File: config.mk
export PLATFORM = sky130hd
export DESIGN_NAME = risc6_core
export DESIGN_NICKNAME = d
export VERILOG_FILES = /design/src/rtl/risc6_core.sv
export SDC_FILE = /design/constraint.sdc
export NUM_CORES = 2
export LEC_CHECK = 0
export CORE_MARGIN = 2
export CORE_UTILIZATION = 55
export DETAILED_ROUTE_END_ITERATION = 8
export PLACE_DENSITY_LB_ADDON = 0.15
export SLEW_MARGIN = 20
export SYNTH_ARGS = -nofsm -noshare
export SYNTH_HDL_FRONTEND = slang
export SYNTH_SLANG_ARGS = --single-unit
File: constraint.sdc
create_clock -name clk -period 25.1 [get_ports clk]
set_input_delay 3.765 -clock clk [delete_from_list [all_inputs] [get_ports clk]]
set_output_delay 3.765 -clock clk [all_outputs]
set_load 0.05 [all_outputs]
File: src/rtl/risc6_core.sv
// risc6_core -- single-cycle 32-bit RISC execution core.
//
// Each rising clock edge the core executes the instruction word presented
// on instr. The program counter, an 8 x 32-bit register file and a small
// data memory live here, and every architectural register is exported.
//
// Ports:
//   clk     system clock, all state commits on the rising edge
//   rst     asynchronous, active-high reset (clears pc, registers, DMEM, halt)
//   instr   instruction to execute this cycle (fetched externally at pc)
//   pc      current program counter (word index)
//   R0..R7  live register contents
//   halt    sticky halted flag, cleared only by rst
//
// Parameters:
//   DMEM_DEPTH  number of 32-bit data-memory words (power of two, >= 2);
//               the memory address is the low log2(DMEM_DEPTH) bits of R[rs1].
module risc6_core #(
    parameter int DMEM_DEPTH = 16
) (
    input  logic        clk,
    input  logic        rst,
    input  logic [31:0] instr,
    output logic [31:0] pc,
    output logic [31:0] R0,
    output logic [31:0] R1,
    output logic [31:0] R2,
    output logic [31:0] R3,
    output logic [31:0] R4,
    output logic [31:0] R5,
    output logic [31:0] R6,
    output logic [31:0] R7,
    output logic        halt
);

    localparam int AW = (DMEM_DEPTH > 1) ? $clog2(DMEM_DEPTH) : 1;

    localparam logic [5:0] OP_LDI = 6'b000000;
    localparam logic [5:0] OP_ADD = 6'b000001;
    localparam logic [5:0] OP_SUB = 6'b000010;
    localparam logic [5:0] OP_AND = 6'b000011;
    localparam logic [5:0] OP_OR  = 6'b000100;
    localparam logic [5:0] OP_XOR = 6'b000101;
    localparam logic [5:0] OP_LDR = 6'b000110;
    localparam logic [5:0] OP_STR = 6'b000111;
    localparam logic [5:0] OP_SHL = 6'b001000;
    localparam logic [5:0] OP_SHR = 6'b001001;
    localparam logic [5:0] OP_JMP = 6'b001010;
    localparam logic [5:0] OP_BZ  = 6'b001011;
    localparam logic [5:0] OP_HLT = 6'b111111;

    // Architectural state
    logic [31:0] rf   [8];
    logic [31:0] dmem [DMEM_DEPTH];

    // Decode
    logic [5:0]  op;
    logic [2:0]  rd, rs1, rs2;
    logic [31:0] imm;

    assign op  = instr[31:26];
    assign rd  = instr[25:23];
    assign rs1 = instr[22:20];
    assign rs2 = instr[19:17];
    assign imm = {9'd0, instr[22:0]};

    // Operands always come from pre-edge register values, so rd may alias
    // rs1/rs2 without any forwarding concerns.
    logic [31:0]   a, b, d;
    logic [AW-1:0] maddr;

    assign a     = rf[rs1];
    assign b     = rf[rs2];
    assign d     = rf[rd];
    assign maddr = a[AW-1:0];

    // Execute / next-state
    logic        rf_we;
    logic [31:0] rf_wdata;
    logic        mem_we;
    logic [31:0] pc_next;
    logic        halt_next;

    always_comb begin
        rf_we     = 1'b0;
        rf_wdata  = '0;
        mem_we    = 1'b0;
        pc_next   = pc + 32'd1;
        halt_next = halt;

        unique case (op)
            OP_LDI: begin rf_we = 1'b1; rf_wdata = imm;            end
            OP_ADD: begin rf_we = 1'b1; rf_wdata = a + b;          end
            OP_SUB: begin rf_we = 1'b1; rf_wdata = a - b;          end
            OP_AND: begin rf_we = 1'b1; rf_wdata = a & b;          end
            OP_OR:  begin rf_we = 1'b1; rf_wdata = a | b;          end
            OP_XOR: begin rf_we = 1'b1; rf_wdata = a ^ b;          end
            OP_LDR: begin rf_we = 1'b1; rf_wdata = dmem[maddr];    end
            OP_STR: begin mem_we = 1'b1;                           end
            OP_SHL: begin rf_we = 1'b1; rf_wdata = a << b[4:0];    end
            OP_SHR: begin rf_we = 1'b1; rf_wdata = a >> b[4:0];    end
            OP_JMP: begin pc_next = imm;                           end
            OP_BZ:  begin if (d == 32'd0) pc_next = imm;           end
            OP_HLT: begin halt_next = 1'b1; pc_next = pc;          end
            default: ;  // unassigned opcodes behave as NOP
        endcase

        // A halted core freezes everything until reset.
        if (halt) begin
            rf_we     = 1'b0;
            mem_we    = 1'b0;
            pc_next   = pc;
            halt_next = 1'b1;
        end
    end

    // State commit
    always_ff @(posedge clk or posedge rst) begin
        if (rst) begin
            pc   <= '0;
            halt <= 1'b0;
            for (int i = 0; i < 8; i++) rf[i] <= '0;
            for (int i = 0; i < DMEM_DEPTH; i++) dmem[i] <= '0;
        end else begin
            pc   <= pc_next;
            halt <= halt_next;
            if (rf_we)  rf[rd]      <= rf_wdata;
            if (mem_we) dmem[maddr] <= d;
        end
    end

    assign R0 = rf[0];
    assign R1 = rf[1];
    assign R2 = rf[2];
    assign R3 = rf[3];
    assign R4 = rf[4];
    assign R5 = rf[5];
    assign R6 = rf[6];
    assign R7 = rf[7];

endmodule

; Word level (Yosys, flattened, before mapping)
; Cells that the tools add are included.
[word_totals]
regBits = 801
latch_bits = 0
ram_bits = 0
romBits = 0
in_bits = 34
out_inout_bits = 289
wordCells = 91
n_memories = 0
[op_classes]
addsub = 3
multipliers = 0
n_div = 0
order_cmp = 6
eq_ne = 12
n_shift = 2
mux = 27
bitwise = 9
reduce_logical = 6
[ops]
columns = cell, count
row1 = bitwise mux 512 bit, 1
row2 = 2-to-1 mux 32 bit, 11
row3 = binary-select mux 32 bit (select 3 bit), 3
row4 = case mux 32 bit (9 select lines), 1
row5 = bitwise mux 256 bit, 1
row6 = binary-select mux 32 bit (select 4 bit), 1
row7 = demux 32 bit (select 4 bit), 1
row8 = demux 32 bit (select 3 bit), 1
row9 = case mux 32 bit (3 select lines), 1
row10 = adder 32 x 1 -> 32 bit (second input constant), 1
row11 = adder 32 bit, 1
row12 = AND 32 bit, 1
row13 = logical NOT 32 bit, 1
row14 = bitwise OR 32 bit, 1
row15 = << shifter 32 x 5 -> 32 bit, 1
row16 = right shift 32 x 5 -> 32 bit, 1
row17 = subtractor 32 bit, 1
row18 = bitwise XOR 32 bit, 1
row19 = == test 6 x 3 -> 1 bit (second input constant), 4
row20 = == test 6 x 4 -> 1 bit (second input constant), 4
row21 = == test 6 x 2 -> 1 bit (second input constant), 2
row22 = greater-or-equal comparator 4 bit (second input constant), 3
row23 = NOT 3 -> 4 bit, 3
row24 = OR reduction 9 bit, 1
row25 = 11 further kinds, 18

; Depth between registers and ports, before layout
[logic_depth]
depth_word = 10
depth_mapped = 27
mapped_depth_nobuf = 20

; Worst setup path after synthesis
; No wires, ideal clock.
[synth_timing]
kind = input to register
startpoint = in instr[17]
endpoint = reg rf, in the netlist R0[27]
setup_time_ps = 125
t_arrival_ps = 8873
required_time_ps = 24975
setup_slack_ps = 16102
path_stages = 27
n_path_buf = 7
cell_sequence = buf_6 > buf_6 > mux2i_1 > a22oi_2 > nand2_1 > buf_2 > buf_2 > buf_2 > clkbuf_1 > ha_1 > nand3_1 > nor3_1 > nand2_1 > nor2_1 > a31oi_1 > xnor2_1 > ha_1 > clkbuf_1 > a21o_1 > a21o_1 > a21oi_1 > nand4_1 > o21a_1 > xnor2_1 > nor2_1 > nand4b_1 > mux2_2
[synth_between]
elab_chain_cells = 7
elab_cells_between_ends = 13
classes_between = add/sub: 2 / shift: 2 / mux: 5 / bitwise: 4
[synth_rtl]
columns = item, line_no
row1 = start: declaration, 23  ; input logic [31:0] instr,
row2 = NOT 3 -> 4 bit (implied by the code) (*), 73  ; assign b = rf[rs2];
row3 = binary-select mux 32 bit (select 3 bit) (*), 73
row4 = 2-to-1 mux 32 bit (implied by the code) (*) (2 in series), 73
row5 = "subtractor 32 bit, or another cell as far along", 94  ; OP_SUB: begin rf_we = 1'b1; rf_wdata = a - b; end
row6 = case mux 32 bit (9 select lines) (*), 91  ; unique case (op)
row7 = bitwise mux 256 bit (*), 127  ; if (rf_we) rf[rd] <= rf_wdata;
row8 = end signal: indexed assignment, 127
row9 = end: declaration, 53  ; logic [31:0] rf [8];
; Mark *: on every way between the ends. The rest lies on a longest branch, timed or not. The select of a mux whose other input is x is not followed.
; A chain may end at the register's enable or synchronous reset.

; Worst setup path after layout
[layout_timing]
startpoint = in instr[19]
endpoint = reg rf, in the netlist R5[26]
; Same word-level chain as after synthesis.

==> impl_metrics.toml <==
[global_routing]
grt_pass1_wl_um = 292000
grt_start_max_net_pins = 169
antenna_found_initial = 9
grt_pass1_vias = 42300
overflow = 0
groute.usage.overall_pct = 43.9

[power_and_ir_drop]
p_sw_share_pct = 43.5
p_sw_uw = 2230
p_int_uw = 2900
power_density_nw_per_um2 = 93.2
clock_power_share_pct = 26.1
seqPwrFrac_pct = 32.2
leakage_uw = 0.0238
comb_power_share_pct = 41.7
ir_drop_uv = 84.6

[place]
hpwlAfterDp_um = 138000
place_inst = 6515
gp_congestion = 1.10
io_buffer_count = 322

[finish]
finish.utilization_pct = 63.5
area_delta_synth_final_pct = 14.4
final_net_count = 5588
drive_above_1_share_pct = 12.0
layout.cells.non_filler = 6681

[setup_path]
reg2reg_depth = 18
crit_type = "in2reg"
crit_required_ns = 25.62
arrival_ns = 11.76
reg2reg_to = "R5[26]$_DFFE_PP0P_"
worst_setup_path_start_kind = "input port"
cp_max_fo = 34
end_kind = "flip-flop"
timing.rr.start = "R7[3]$_DFFE_PP0P_"
rrSetupSlack_ns = 17.63

[worst_hold_path]
hold_depth = 1
hold_start = "dmem[92]$_DFFE_PP0P_"
min_path_type = "reg2reg"
hold_end = "dmem[92]$_DFFE_PP0P_"

[sta]
timing.final.crit_share_pct = 44.8
finalHoldViolations = 0
finClkSkew_ns = 0.0386
setup_viol = 0
drv_slew = 0
fmax_mhz = 88.9
slew_headroom_pct = 11.6
rsz0062_at_grt = "no"
fin_tns_setup_ns = 0
period_minus_slack_ns = 11.24
worstMarginPinSlew_ns = 1.31

[routing]
wl_per_cell_um = 29.8
wl_met1_um = 77000
top_layer = "met5"
wl_met3_um = 23200
drc_errors = 0
drtIter0Drc = 5970
via_per_inst = 6.70
vias = 44800
routed_wl_um = 199000
wl_met2_um = 87200
first_pass_iters = 7
ant_nets = 0

[synth]
synth.distinct_cells = 105
netlist_area_um2 = 48200
avgSynthCellArea_um2 = 9.00
netlist.area_leader.share_pct = 41.6
synth-edff-count = 0
yosysWarnings = 0
yosysTopAreaCell = "dfrtp_1"
async_reset_ff_share_pct = 100
synth_area_leaders = "dfrtp_1 42%, a21oi_1 8.2%, mux4_2 7.0%"
ys_seq_elements = 801
synth_commonest_cells = "811 x nor2_1, 801 x dfrtp_1, 788 x a21oi_1, 673 x nand2_1, 242 x nand3_1"
synthFlopType = "dfrtp_1"
syn-num-nets = 5490
yosysMostFrequentCell = "nor2_1"
synth.yosys.seq_area_share_pct = 41.6
synthCells = 5352

[run_status]
outcome = "finished, final reports clean"

[die]
fp.dieArea_um2 = 89900
start_util_pct = 55.5
die_w_um = 300
die_h_um = 300
rows = 108
core_area_um2 = 86800
num_io_pins = 323

[clocking]
cts.sinks = 801
cts.clk_slew.worst_paths_ns = 0.06
cts_inserted_buffers = 87
cts_buffer_depth = 3
htreeDepth = 3
postCtsHoldBufs = 0
root_buffer = "clkbuf_16"
cts_tree = "built"
postCtsSetupBuffers = 0
clock_latency_ns = 0.69
cts_resized = 0

[job]
maxCapViolCount = 0
[cell type report]
type	instances	area, µm²
Fill cell	7251	31700
Multi-Input combinational cell	4011	26000
Sequential cell	801	20000
Timing Repair Buffer	450	4210
Clock buffer	124	2530
Tap cell	1155	1450
Clock inverter	35	464
Inverter	99	387
Antenna cell	6	15.0
[worst max-delay path by stage]
| stage | depth (start not counted) | endpoint | from |
|---|---|---|---|
| 3_5_place_dp | 20 | R5[26]$_DFFE_PP0P_ | instr[19] |
| 3_3_place_gp | 20 | R5[26]$_DFFE_PP0P_ | instr[19] |
| 4_1_cts | 20 | R5[26]$_DFFE_PP0P_ | instr[19] |
| 6_report | 20 | R5[26]$_DFFE_PP0P_ | instr[19] |
| 5_1_grt | 20 | R5[26]$_DFFE_PP0P_ | instr[19] |
| 2_1_floorplan | 1 | R0[0]$_DFFE_PP0P_ | rst |
[power by group through the flow]
stage	logic, µW	registers (µW)	clock network [µW]
4_1_cts	2090	1640	1350
3_3_place_gp	2080	1650	0
6_report	2140	1650	1340
5_1_grt	2240	1660	1400
2_1_floorplan	1060	1920	0
3_5_place_dp	2080	1660	0
[flip-flops by register name (all words and copies together) (netlist names)]
| name | flops |
|---|---|
| R0 | 32 |
| R1 | 32 |
| R2 | 32 |
| R3 | 32 |
| R4 | 32 |
| R5 | 32 |
| R6 | 32 |
| R7 | 32 |
| dmem | 512 |
| halt | 1 |
| pc | 32 |
[metrics by stage]
step	total power, µW	hold WS [ns]	worst slack [ns]	area, µm²
final	5130	0.511	13.86	55100
after global routing	5300	0.518	13.61	55100
after CTS	5080	0.512	14.25	55000
after detailed placement	3740	0.497	13.55	52000
after global placement	3730	0.488	13.66	52000
after floorplan	2980	0.481	10.34	48200
[logic make-up (layout without fill, tap and decap cells)]
kind of cell	Yosys count	after routing	share of synthesized area, %
simple gates	1981	1981	17.6
compound gates	1394	1394	17.9
flops	801	801	41.6
buf+inv	540	708	4.97
mux	476	476	14.3
fa+ha+maj	104	104	2.72
xor+xnor	56	56	1.02
other cells	0	6	0
[layout by cell type (no fill, tap or decap), types with 88 or more instances in the layout]
cell type,count
a21oi_1,787
mux2i_1,182
nor2_1,794
dfrtp_1,801
mux2_2,123
nand2_1,672
ha_1,103
buf_4,125
nand3_1,242
mux4_2,149
clkdlybuf4s50_1,314
clkbuf_16,88
o21ai_0,121
[routing by layer]
| metal | track usage (%) | up-vias |
|---|---|---|
| li1 | - | 19400 |
| met3 | 12.5 | 599 |
| met4 | 21.8 | 10 |
| met5 | 0 | - |
| met2 | 64.9 | 2779 |
| met1 | 59.5 | 22000 |
[worst max-delay path: stages]
cell             delay [ns]
clkdlybuf4s50_1        0.86
clkinv_1               0.14
buf_4                  0.55
mux2i_4                0.33
buf_4                  0.43
inv_2                  0.41
nor3_2                 0.30
nand4_1                0.46
o31ai_1                0.43
xnor2_1                0.12
ha_1                   0.38
a21oi_1                0.11
o221a_2                0.31
o21ba_2                0.23
a211oi_1               0.73
o2111ai_1              0.52
a21oi_1                0.50
mux2i_1                0.18
nor4b_2                0.70
o21ai_0                0.19
Note: power is estimated with default switching activity, not from simulation.
